===== config.mk =====
export PLATFORM = sky130hd
export DESIGN_NAME = maxnet_loader
export DESIGN_NICKNAME = d
export VERILOG_FILES = /design/src/rtl/maxnet_loader.sv
export SDC_FILE = /design/constraint.sdc
export NUM_CORES = 1
export LEC_CHECK = 0
export CORE_AREA = 2 2 64 66
export CTS_CLUSTER_DIAMETER = 200
export DETAILED_ROUTE_END_ITERATION = 10
export DIE_AREA = 0 0 66 68
export PLACE_DENSITY = 0.77
export SLEW_MARGIN = 5
export SYNTH_ARGS = -nofsm -noshare
export SYNTH_HDL_FRONTEND = slang
export SYNTH_SLANG_ARGS = --single-unit
export TNS_END_PERCENT = 20

===== constraint.sdc =====
create_clock -name clk -period 1.8 [get_ports clk]
set_input_delay 0.36 -clock clk [delete_from_list [all_inputs] [get_ports clk]]
set_output_delay 0.36 -clock clk [all_outputs]
set_load 0.03 [all_outputs]

===== src/rtl/maxnet_loader.sv =====
// Streams four operands into a Maxnet, pulses its reset and start, then waits for done
// (or a timeout) and presents the winner downstream with a valid/ready handshake.
module maxnet_loader #(
  parameter int WIDTH   = 5,
  parameter int TIMEOUT = 255
) (
  input  logic             clk,
  input  logic             rst,
  input  logic             in_valid,
  input  logic [WIDTH-1:0] in_data,
  output logic             in_ready,
  output logic [WIDTH-1:0] X1,
  output logic [WIDTH-1:0] X2,
  output logic [WIDTH-1:0] X3,
  output logic [WIDTH-1:0] X4,
  output logic             mx_rst,
  output logic             start,
  input  logic             done,
  input  logic [WIDTH-1:0] result,
  output logic             out_valid,
  output logic [WIDTH-1:0] out_data,
  output logic             out_err,
  input  logic             out_ready
);

  // Counter only needs to reach TIMEOUT-1; the last WAIT cycle is decided by compare.
  localparam int CW = (TIMEOUT > 1) ? $clog2(TIMEOUT) : 1;
  localparam logic [CW-1:0] WAIT_LAST = CW'(TIMEOUT - 1);

  typedef enum logic [2:0] {
    S_LOAD,
    S_CLR,
    S_FIRE,
    S_WAIT,
    S_OUT
  } state_t;

  state_t           state_reg;
  logic [1:0]       count_reg;
  logic [CW-1:0]    wait_cnt_reg;
  logic [WIDTH-1:0] x_reg [4];
  logic [WIDTH-1:0] out_data_reg;
  logic             out_err_reg;
  logic             accept;

  assign accept = (state_reg == S_LOAD) && in_valid;

  always_ff @(posedge clk) begin
    if (rst) begin
      state_reg    <= S_LOAD;
      count_reg    <= 2'd0;
      wait_cnt_reg <= '0;
      out_data_reg <= '0;
      out_err_reg  <= 1'b0;
    end else begin
      case (state_reg)
        S_LOAD: begin
          if (in_valid) begin
            count_reg <= count_reg + 2'd1;
            if (count_reg == 2'd3) begin
              state_reg <= S_CLR;
            end
          end
        end
        S_CLR: begin
          state_reg <= S_FIRE;
        end
        S_FIRE: begin
          wait_cnt_reg <= '0;
          state_reg    <= S_WAIT;
        end
        S_WAIT: begin
          // done wins over a timeout landing on the same cycle
          if (done) begin
            out_data_reg <= result;
            out_err_reg  <= 1'b0;
            state_reg    <= S_OUT;
          end else if (wait_cnt_reg == WAIT_LAST) begin
            out_data_reg <= '0;
            out_err_reg  <= 1'b1;
            state_reg    <= S_OUT;
          end else begin
            wait_cnt_reg <= wait_cnt_reg + CW'(1);
          end
        end
        S_OUT: begin
          if (out_ready) begin
            state_reg <= S_LOAD;
          end
        end
        default: begin
          state_reg <= S_LOAD;
        end
      endcase
    end
  end

  always_ff @(posedge clk) begin
    for (int i = 0; i < 4; i++) begin
      if (rst) begin
        x_reg[i] <= '0;
      end else if (accept && (count_reg == 2'(i))) begin
        x_reg[i] <= in_data;
      end
    end
  end

  assign in_ready  = (state_reg == S_LOAD);
  assign mx_rst    = (state_reg == S_CLR);
  assign start     = (state_reg == S_FIRE);
  assign out_valid = (state_reg == S_OUT);
  assign out_data  = out_data_reg;
  assign out_err   = out_err_reg;
  assign X1        = x_reg[0];
  assign X2        = x_reg[1];
  assign X3        = x_reg[2];
  assign X4        = x_reg[3];

endmodule


* Word level (Yosys, flattened, before mapping)
Memories as Yosys holds them, arrays and structs flattened.
Cells that the tools add are included.
** Storage, ports and cells
- Register bits after elaboration :: 19
- Memory bits (writable) :: 20
- Word-level logic and storage cells :: 70
- Memories kept :: 1
** Cells by class
- Add/subtract/negate cells :: 2
- Equality and inequality tests :: 14
- Mux-type cells :: 31
- Bitwise operators :: 4
- Reductions and logical operators :: 13
** Memories
- x_reg :: words 4, bits a word 5, rd ports 4, clocked after memory_dff 0, wr ports 4, RTL line 41 : logic [WIDTH-1:0] x_reg [4];
** Operators with widths (number)
- $mux 5 :: 6
- $mux 1 :: 16
- $mux 8 :: 2
- $pmux 8 s2 :: 1
- $mux 3 :: 5
- $pmux 3 s5 :: 1
- $add 8x1->8 const B :: 1
- $eq 8x8->1 const B :: 1
- $eq 3x2->1 const B :: 2
- $ne 2x2->1 const B :: 3
- $logic_and 1x1->1 :: 5
- $eq 2x2->1 const B :: 2
- $ne 2x1->1 const B :: 2
- $or 1x1->1 :: 4
- $reduce_and 2->1 :: 2
- $reduce_and 4->1 :: 1
- $reduce_bool 2->1 :: 2
- $eq 3x1->1 const B :: 1
- $eq 3x3->1 const B :: 1
- $logic_not 3->1 :: 1
- $ne 3x3->1 const B :: 1
- $reduce_and 3->1 :: 1
- $add 2x1->2 const B :: 1
- $eq 2x1->1 const B :: 1
- $logic_not 2->1 :: 1

* Longest topological paths before layout
Gate-level depths: netlist of the first run.
- Word-level depth :: 7
- Depth in mapped cells :: 7
- Depth with buffers taken out :: 6

* Least setup slack after synthesis of the first run
Ideal clock, no wire load.
- Path type :: register -> register
- Start point :: reg state_reg[2]
- End point :: reg state_reg[2]
- Library setup time :: 0.067 ns
- Arrival :: 1.610 ns
- Data required time :: 1.733 ns
- Path slack :: 0.123 ns
- Stages on the path, launching flop included :: 5
- Period minus slack after synthesis :: 1.677 ns
- Cell sequence :: dfxtp_1 -> inv_1 -> nor3_1 -> a22oi_1 -> nor2_1
** Between the ends
- Longest elaborated chain between the ends :: 3
- Elaborated cells on any way between the ends :: 11
- Classes of those cells :: 8 x eq/ne; 1 x mux; 2 x reduce/logical
** Ends and longest elaborated chain
- from (decl) :: RTL line 38 : state_t state_reg;
- from (signal assigned) :: RTL line 50 : state_reg <= S_LOAD;
- from (signal assigned) :: RTL line 61 : state_reg <= S_CLR;
- from (signal assigned) :: RTL line 66 : state_reg <= S_FIRE;
- $eq 3x3->1 *
- via out_valid :: RTL line 20 : output logic out_valid,
- $ne 2x1->1 (no source line)
- $reduce_and 4->1 (no source line)
The timed path passes the listed nets; every way through them passes the cells marked *.
A chain may end at the register's enable or synchronous reset.

* Worst setup path after layout of the first run
- Start point :: reg out_data_reg[3] (netlist: out_data[3])
- End point :: out out_data[3]
** RTL lines
- from (decl) :: RTL line 42 : logic [WIDTH-1:0] out_data_reg;
- from (signal assigned) :: RTL line 75 : out_data_reg <= result;
- to (decl) :: RTL line 21 : output logic [WIDTH-1:0] out_data,
No word-level cell between the ends.

==> results of run 1 <==
## cell usage after synthesis (all sizes together), types with 2 or more instances
| cell type | count |
|---|---|
| o21a | 2 |
| nor3 | 5 |
| nand3 | 5 |
| a21oi | 9 |
| edfxtp | 20 |
| inv | 6 |
| a211oi | 2 |
| nor2 | 8 |
| and2 | 7 |
| buf | 4 |
| and3 | 16 |
| nand2b | 3 |
| ha | 6 |
| o21ai | 6 |
| a21o | 3 |
| dfxtp | 19 |
| nand4 | 2 |
| clkbuf | 3 |
| nand2 | 6 |
| a22o | 5 |
| nor2b | 2 |
## final cells by class
class	count	area, um^2	share of cell area [%]
clock buffer	6	72.6	3.00
tap	50	62.6	2.59
multi-input combinational	105	728	30.1
inverter	6	22.5	0.931
clock inverter	2	60.1	2.48
sequential	39	983	40.6
timing repair buffer	52	490	20.3
## per-stage QoR
| step | utilization [%] | instance area (um^2) |
|---|---|---|
| 2_1_floorplan | - | 1770 |
| 3_5_place_dp | 59.2 | 2280 |
| 3_3_place_gp | 59.2 | 2280 |
| 6_report | 62.8 | 2420 |
| 5_1_grt | 62.8 | 2420 |
| 4_1_cts | 62.7 | 2420 |
## kinds of logic (layout without fill, tap and decap cells)
group	count (synthesis)	after routing	synth area share, %
buf+inv	13	66	3.67
simple gates	61	61	21.2
compound gates	37	37	15.2
xor+xnor	1	1	0.494
flops	39	39	55.3
fa+ha+maj	6	6	4.23
## layer usage
layer	global-route usage (%)	vias up	wire length, um
met4	11.5	0	82
met5	0	-	0
met3	3.62	6	193
li1	-	679	-
met2	31.1	47	1780
met1	19.7	631	1530
## worst max path at each step
stage,slack (ps),end,depth (start not counted)
after floorplan,120,state_reg[2],4
after global routing,-2,out_valid,3
after global placement,5,wait_cnt_reg[5],5
after detailed placement,-30,wait_cnt_reg[5],5
after CTS,90,start,3
final,120,out_data[3],1
## power by group
| part | switching [mW] | internal, mW | leakage (nW) |
|---|---|---|---|
| Sequential | 0.0220 | 0.978 | 0.364 |
| Clock | 0.285 | 0.554 | 0.0654 |
| Combinational | 0.165 | 0.131 | 0.535 |
## what timing repair did
item	CTS	global route
cloned	0	0
resized for setup	1	1
endpoints found under the hold margin	0	0
endpoints found under the setup margin	1	2
==> run_results.csv, run 1 <==
group,metric,value,unit
setup_path,ff2ff_path_depth,4,
floorplan,die-width,66,um
floorplan,placeableCoreArea,3860,um^2
synth,synth_area_per_cell,11.3,um^2
place,placed_instance_count,252,
floorplan,placementRows,23,
synth,synth_flop_cell,"edfxtp_1",
synth,number_of_flops_mapped_to_enable_cells_by_yosys,20,
detailed_routing,remaining_drc_errors,0,
synth,synthDistinctLibCells,45,
synth,yosys.area.top_type_share,33.9,%
detailed_routing,detail_route.first_pass.iterations,4,
min_path,worst_hold_startpoint,"out_data[1]",
synth,post-synth-top-area-cell,"edfxtp_1",
detailed_routing,routed_via_density,5.24,
synth,syn-cell-area,1770,um^2
setup_path,cp.buffers_inverters,1,
cells_and_area,nets,230,
clock_network,cts_tree,"built",
power,cellPowerDensity,883,nW/um^2
clock_network,h-tree-depth,2,
clock_network,postCtsSetupRepairBufs,0,
place,port-buffer-count,44,
clock_network,number_of_buffers_added_to_fix_hold_violations_after_cts,0,
cells_and_area,layout_common_cells,"clkdlybuf4s50_1 (40), edfxtp_1 (20), dfxtp_1 (17), and3_1 (16), buf_4 (12)",
place,post-dp-hpwl,2700,um
setup_path,setup.worst_path.start_class,"flop",
setup_path,worst-endpoint-required,1440,ps
setup_path,critical_path.reg2reg.endpoint,"x_reg[2][3]",
setup_path,cp-end-kind,"primary output",
synth,synth-warning-count,0,
timing,timing_worst_slew_pin_value,482,ps
setup_path,worst_path_largest_cell_delay,690,ps
timing,setup_slack,115,ps
clock_network,cts.path.max_buffers,2,
min_path,timing.hold.worst_path_depth,1,
clock_network,cts_made_buffers,5,
setup_path,critical_path_peak_fanout,2,
global_route,grt_antenna_before_repair,0,
cells_and_area,largest_reg_flops,20,
setup_path,critPathLaunch,"out_data[3]",
cells_and_area,antenna_cells_inserted,0,
timing,timing_max_transition_violations_final,0,
setup_path,crit_type,"flop to primary output",
timing,final.min_clock_period,1680,ps
timing,finalHoldViolCount,0,
timing,maxClockFrequency,0.593,GHz
synth,synthesis.instances,157,
cells_and_area,final_cell_count_no_fill,260,
detailed_routing,drt-wirelength-per-cell,13.8,um
floorplan,die_height,68,um
synth,synth.yosys.seq_area_share,55.3,%
synth,syn_nets,178,
setup_path,critical_path_cell_sequence,"clkdlybuf4s50_1",
power,p_total,2.14,mW
floorplan,dieArea,4490,um^2
min_path,hp-class,"flop to flop",
global_route,grt_pass1_wl,5890,um
detailed_routing,postRouteWirelength,3590,um
detailed_routing,ant_nets,0,
setup_path,crit_slowest_cell,"clkdlybuf4s50_1",
min_path,worst_hold_path.endpoint,"out_data[1]",
synth,ys_ff_latch,39,
power,worst_ir_drop_vdd,0.510,mV
global_route,grt_start_max_net_pins,16,
cells_and_area,number_of_filler_cells_placed_in_the_layout,316,
cells_and_area,layout_commonest_cell,"clkdlybuf4s50_1",
synth,synth-async-reset-ratio,0,%
timing,timing.final.crit_share,93.6,%
setup_path,cell_family_with_most_cp_delay,"buffers and inverters",
synth,synth_area_leaders,"edfxtp_1 (34%), dfxtp_1 (21%), and3_1 (5.6%)",
flow_run,drv.max_cap_violation_count,0,
status,status,"completed",
global_route,grt_pass1_vias,1330,
timing,whs,476,ps
cells_and_area,post_route_cells_drive_above_1_share,14.3,%
timing,setup_violation_total_in_the_final_timing_report,0,
place,globalplace.congestion,0.857,
clock_network,clk_pin_slew_worst_paths,70,ps
timing,skew,5.35,ps
global_route,grt-ovfl-total,0,
floorplan,num_ports,45,
setup_path,ff2ff_setup_slack,160,ps
power,static-leakage-power,0.965,nW
floorplan,floorplan.initialDensity,46.0,%
clock_network,clock_tree.root_cell,"clkbuf_8",
timing,rsz0062_at_grt,"true",
setup_path,arrival,1320,ps
global_route,grt_use_total,17.7,%
setup_path,rr_startpoint,"state_reg[0]",
detailed_routing,detail_route.iter0.violations,34,
clock_network,cts.sinks,39,
detailed_routing,routed-via-count,1363,
place,dp_slack,-31.1,ps
timing,max-slew-margin-rel,67.8,%
timing,timing.setup.tns,0,ps
cells_and_area,area.growth.synth_to_final,36.4,%
clock_network,insertion_delay_to_the_later_sink_of_the_worst_skew_pair,290,ps
Power figures use the tool's default switching activity.
==> run 2, diff against run 1 <==
--- a/config.mk
+++ b/config.mk
@@ -5,11 +5,13 @@
 export SDC_FILE = /design/constraint.sdc
 export NUM_CORES = 1
 export LEC_CHECK = 0
-export CORE_AREA = 2 2 64 66
+export CELL_PAD_IN_SITES_DETAIL_PLACEMENT = 1
+export CELL_PAD_IN_SITES_GLOBAL_PLACEMENT = 2
+export CORE_AREA = 2 2 80 82
 export CTS_CLUSTER_DIAMETER = 200
 export DETAILED_ROUTE_END_ITERATION = 10
-export DIE_AREA = 0 0 66 68
-export PLACE_DENSITY = 0.77
+export DIE_AREA = 0 0 82 84
+export PLACE_DENSITY_LB_ADDON = 0.1
 export SLEW_MARGIN = 5
 export SYNTH_ARGS = -nofsm -noshare
 export SYNTH_HDL_FRONTEND = slang
==> run 2 against run 1 <==
Compared with the run above: critical path depth did not move; clock skew barely moved; first-iteration DRC count fell by 8.8%; non-clock buffer count rose by 2; wire length rose by 20%; highest routed layer unchanged; critical endpoint is now out_data[1]; maximum frequency barely moved; setup slack improved by 1.6 ps; global-route usage fell by 3.8 points; register-to-register slack improved by 80 ps; clock-buffer cell count fell by 1.
==> run_results.csv, run 2 (synthesized netlist as in run 1, its figures left out) <==
group,metric,value,unit
status,status,"completed",
floorplan,die_height,84,um
flow_run,drv.max_cap_violation_count,0,
detailed_routing,routed-wl-met2,2250,um
timing,rsz0062_at_grt,"false",
setup_path,worst_path_largest_cell_delay,680,ps
clock_network,postCtsSetupRepairBufs,0,
global_route,grt_pass1_wl,7360,um
clock_network,cts_made_buffers,5,
min_path,hp-class,"flop to flop",
detailed_routing,highest_layer,"met4",
cells_and_area,layout_commonest_cell,"clkdlybuf4s50_1",
cells_and_area,multi_input_comb_area,733,um^2
global_route,grt_start_max_net_pins,16,
power,worst_ir_drop_vdd,0.306,mV
setup_path,crit_type,"flop to primary output",
power,static-leakage-power,0.973,nW
cells_and_area,stdcell_area,2470,um^2
cells_and_area,post_route_cells_drive_above_1_share,16.5,%
timing,timing_worst_slew_pin_value,411,ps
global_route,grt_antenna_before_repair,0,
clock_network,cts.sinks,39,
setup_path,crit_slowest_cell,"clkdlybuf4s50_1",
timing,timing.final.crit_share,93.5,%
setup_path,ff2ff_setup_slack,240,ps
cells_and_area,number_of_filler_cells_placed_in_the_layout,665,
detailed_routing,postRouteWirelength,4310,um
setup_path,worstSetupPathDepth,1,
setup_path,arrival,1320,ps
global_route,grt_pass1_vias,1499,
timing,whs,474,ps
place,globalplace.congestion,0.770,
setup_path,setup.worst_path.start_class,"flop",
setup_path,worst-endpoint-required,1440,ps
detailed_routing,met3_routed_wirelength,200,um
clock_network,cts_tree,"built",
setup_path,cell_family_with_most_cp_delay,"buffers and inverters",
floorplan,die-width,82,um
timing,timing_max_transition_violations_final,0,
place,port-buffer-count,44,
detailed_routing,ant_nets,0,
cells_and_area,layout_common_cells,"clkdlybuf4s50_1 (40), edfxtp_1 (20), and3_1 (16), dfxtp_1 (16), buf_4 (13)",
setup_path,ff2ff_path_depth,5,
detailed_routing,routed-via-count,1404,
global_route,grt_use_total,14.0,%
cells_and_area,area.growth.synth_to_final,39.1,%
place,post-dp-hpwl,3330,um
clock_network,clk_pin_slew_worst_paths,80,ps
clock_network,cts.path.max_buffers,2,
floorplan,floorplan.initialDensity,29.1,%
timing,skew,5.14,ps
floorplan,dieArea,6890,um^2
setup_path,cp.buffers_inverters,1,
cells_and_area,nets,232,
timing,max-slew-margin-rel,72.6,%
place,postPlaceCellArea,2350,um^2
detailed_routing,drt-wirelength-per-cell,14.9,um
timing,finalHoldViolCount,0,
setup_path,critical_path_peak_fanout,2,
detailed_routing,met1Wirelength,1770,um
timing,setup_violation_total_in_the_final_timing_report,0,
clock_network,clock_tree.root_cell,"clkbuf_8",
floorplan,placeableCoreArea,6100,um^2
timing,final.min_clock_period,1680,ps
clock_network,h-tree-depth,2,
detailed_routing,routed_via_density,4.86,
detailed_routing,detail_route.iter0.violations,31,
power,cellPowerDensity,829,nW/um^2
global_route,grt-ovfl-total,0,
floorplan,num_ports,45,
setup_path,cp-end-kind,"primary output",
cells_and_area,seq_area,985,um^2
detailed_routing,detail_route.first_pass.iterations,4,
cells_and_area,largest_reg_flops,20,
min_path,timing.hold.worst_path_depth,1,
setup_path,critical_path_cell_sequence,"clkdlybuf4s50_1",
detailed_routing,remaining_drc_errors,0,
floorplan,placementRows,29,
cells_and_area,antenna_cells_inserted,0,
clock_network,insertion_delay_to_the_later_sink_of_the_worst_skew_pair,290,ps
timing,maxClockFrequency,0.594,GHz
[run 2: cell count changes in the layout (fill, tap and decap cells not counted), sizes merged]
cell | previous run | this run
buf | 12 | 14
clkinv | 0 | 2
bufinv | 2 | 1
clkbuf | 6 | 5
[run 2: final cells by class]
class	instances	share of cell area [%]
well taps	77	3.90
inverters	6	0.913
repair buffers	54	21.0
clock buffers	5	2.79
multi-input cells	105	29.7
clock inverters	3	1.77
flip-flops and latches	39	39.9
[run 2: metrics by stage]
stage | worst slack [ps] | power [mW] | instances | TNS [ps] | utilization, %
floorplan | 123 | 1.19 | 157 | 0 | -
global placement | -19.8 | 1.33 | 281 | -24.9 | 38.5
detailed placement | -64.8 | 1.34 | 281 | -129 | 38.5
CTS | 36.9 | 2.07 | 289 | 0 | 40.4
global route | 51.3 | 2.14 | 289 | 0 | 40.5
finish | 117 | 2.04 | 289 | 0 | 40.5
[run 2: routing by layer]
layer | vias up | GRT usage, %
li1 | 683 | -
met4 | 0 | 6.21
met1 | 675 | 16.7
met3 | 9 | 3.14
met5 | - | 0
met2 | 37 | 23.4
[run 2: power by group]
group | switching, mW | internal [mW] | total [mW]
combinational | 0.175 | 0.138 | 0.313
clock | 0.319 | 0.413 | 0.732
sequential | 0.0215 | 0.978 | 0.999
[run 2: timing repair]
item / 4_1_cts / 5_1_grt
pin swaps: 0 / 0
hold buffers: 0 / 0
setup endpoints to repair: 1 / 3
resized for setup: 1 / 3
[run 2: path summary, 6_finish.rpt]
kind,startpoint,endpoint
worst max-delay path,out_data[1],out_data[1]
worst min-delay path,out_data[4],out_data[4]
worst max register to register,wait_cnt_reg[1],wait_cnt_reg[6]
worst min register to register,out_data[4],out_data[4]
[run 2: worst register-to-register path, delay by kind of cell, from the launching register on]
family | cells | cell delay (ps)
adder cells (fa/ha/maj) | 1 | 230
flip-flops | 1 | 390
AO/OA/AOI/OAI | 1 | 90
AND/OR/NAND/NOR | 3 | 790
==> run 3, diff against run 2 <==
--- a/config.mk
+++ b/config.mk
@@ -7,10 +7,10 @@
 export LEC_CHECK = 0
 export CELL_PAD_IN_SITES_DETAIL_PLACEMENT = 1
 export CELL_PAD_IN_SITES_GLOBAL_PLACEMENT = 2
-export CORE_AREA = 2 2 80 82
+export CORE_AREA = 2 2 77 79
 export CTS_CLUSTER_DIAMETER = 200
 export DETAILED_ROUTE_END_ITERATION = 10
-export DIE_AREA = 0 0 82 84
+export DIE_AREA = 0 0 79 81
 export PLACE_DENSITY_LB_ADDON = 0.1
 export SLEW_MARGIN = 5
 export SYNTH_ARGS = -nofsm -noshare
==> constraint.sdc (replaced) <==
create_clock -name clk -period 2 [get_ports clk]
set_input_delay 0.4 -clock clk [delete_from_list [all_inputs] [get_ports clk]]
set_output_delay 0.4 -clock clk [all_outputs]
set_load 0.03 [all_outputs]
==> run 3 against run 2 <==
Compared with the run above: worst hold slack improved by 7.5 ps; first-iteration DRC count rose by 45%; power is 9.5% lower; non-clock buffer count down 4; setup slack gained 150 ps; critical path type unchanged; largest cell class unchanged.
==> run_results.csv, run 3 (synthesized netlist as in run 1, its figures left out) <==
group,metric,value,unit
detailed_routing,drt-wirelength-per-cell,15.2,um
floorplan,die-width,79,um
detailed_routing,remaining_drc_errors,0,
clock_network,cts_made_buffers,5,
place,post-dp-hpwl,3320,um
detailed_routing,routed_via_density,4.88,
floorplan,die_height,81,um
cells_and_area,largest_reg_flops,20,
clock_network,insertion_delay_to_the_later_sink_of_the_worst_skew_pair,290,ps
power,static-leakage-power,0.969,nW
timing,max-slew-margin-rel,71.5,%
clock_network,cts_tree,"built",
floorplan,placementRows,28,
setup_path,arrival,1330,ps
place,port-buffer-count,44,
setup_path,worst_path_largest_cell_delay,430,ps
global_route,grt_pass1_vias,1409,
timing,final.min_clock_period,1730,ps
clock_network,cts.sinks,39,
setup_path,crit_slowest_cell,"dlygate4sd2_1",
setup_path,setup.worst_path.start_class,"flop",
cells_and_area,antenna_cells_inserted,0,
floorplan,dieArea,6400,um^2
detailed_routing,ant_nets,0,
clock_network,clk_pin_slew_worst_paths,70,ps
detailed_routing,routed-via-count,1381,
clock_network,cts.path.max_buffers,2,
clock_network,h-tree-depth,2,
timing,maxClockFrequency,0.577,GHz
setup_path,critical_path_peak_fanout,8,
setup_path,cell_family_with_most_cp_delay,"buffers and inverters",
place,globalplace.congestion,0.782,
place,postPlaceCellArea,2310,um^2
timing,skew,3.45,ps
setup_path,critical_path_cell_sequence,"nor3_4 > dlygate4sd2_1",
timing,setup_slack,267,ps
floorplan,num_ports,45,
place,dp_slack,63.7,ps
cells_and_area,nets,228,
cells_and_area,layout_commonest_cell,"clkdlybuf4s50_1",
timing,finalHoldViolCount,0,
cells_and_area,post_route_cells_drive_above_1_share,12.5,%
cells_and_area,area.growth.synth_to_final,36.9,%
cells_and_area,number_of_filler_cells_placed_in_the_layout,641,
global_route,grt_use_total,13.8,%
global_route,grt_pass1_wl,6700,um
global_route,grt-ovfl-total,0,
clock_network,postCtsSetupRepairBufs,0,
status,status,"completed",
global_route,grt_start_max_net_pins,17,
clock_network,cts_resized,4,
flow_run,drv.max_cap_violation_count,0,
floorplan,floorplan.initialDensity,31.3,%
setup_path,cp-end-kind,"primary output",
power,worst_ir_drop_vdd,0.294,mV
timing,timing_max_transition_violations_final,0,
timing,timing.final.crit_share,86.7,%
power,cellPowerDensity,761,nW/um^2
timing,rsz0062_at_grt,"false",
clock_network,number_of_buffers_added_to_fix_hold_violations_after_cts,0,
floorplan,placeableCoreArea,5680,um^2
setup_path,crit_type,"flop to primary output",
timing,timing_worst_slew_pin_value,427,ps
min_path,hp-class,"flop to flop",
clock_network,clock_tree.root_cell,"clkbuf_8",
cells_and_area,layout_common_cells,"clkdlybuf4s50_1 (40), edfxtp_1 (20), dfxtp_1 (17), and3_1 (16), a21oi_1 (9)",
timing,setup_violation_total_in_the_final_timing_report,0,
detailed_routing,postRouteWirelength,4310,um
cells_and_area,stdcell_area,2430,um^2
setup_path,cp.buffers_inverters,1,
detailed_routing,detail_route.iter0.violations,45,
detailed_routing,detail_route.first_pass.iterations,4,
setup_path,worst-endpoint-required,1600,ps
global_route,grt_antenna_before_repair,0,
==> run 3: stage by stage <==
stage	utilization [%]	std cells	setup TNS (ps)	hold WS, ps	power [mW]
6_report	42.8	283	0	481	1.85
3_5_place_dp	40.7	275	0	458	1.20
5_1_grt	42.8	283	0	497	1.93
4_1_cts	42.7	283	-47.2	484	1.88
2_1_floorplan	-	157	0	462	1.07
3_3_place_gp	40.7	275	0	461	1.19
==> run 3: worst paths after layout <==
| kind | start | to | slack (ps) | cells after the start |
|---|---|---|---|---|
| worst max-delay path | state_reg[2] | in_ready | 270 | 2 |
| worst min-delay path | out_data[0] | out_data[0] | 480 | 1 |
| worst max register to register | state_reg[0] | out_data[3] | 340 | 5 |
| worst min register to register | out_data[0] | out_data[0] | 480 | 1 |
==> run 3: power by group <==
part / switching (mW) / leakage [nW] / internal, mW
sequential: 0.0160 / 0.364 / 0.880
clock: 0.274 / 0.0612 / 0.404
combinational: 0.157 / 0.543 / 0.119
total: 0.447 / 0.969 / 1.40
==> run 3: area by class of cell <==
class,count,area [um^2],area share [%]
multi-input combinational,105,728,30.0
clock inverter,2,35.0,1.44
sequential,39,983,40.5
clock buffer,6,82.6,3.40
timing repair buffer,50,483,19.9
inverter,6,22.5,0.927
tap,75,93.8,3.86
==> run 3: metal layers <==
metal	vias to the layer above	GRT usage (%)	routed length, um
met3	5	3.33	171
met4	0	5.17	41
met2	29	25.6	2340
li1	678	-	-
met5	-	0	0
met1	669	15.2	1760
==> run 3: worst reg2reg max path, cell delays in order, from the launching register on <==
cell and delay [ps]:
dfxtp_1 410, buf_4 210, and3b_1 380, nand2_1 110
nor2_1 300, a22o_1 210
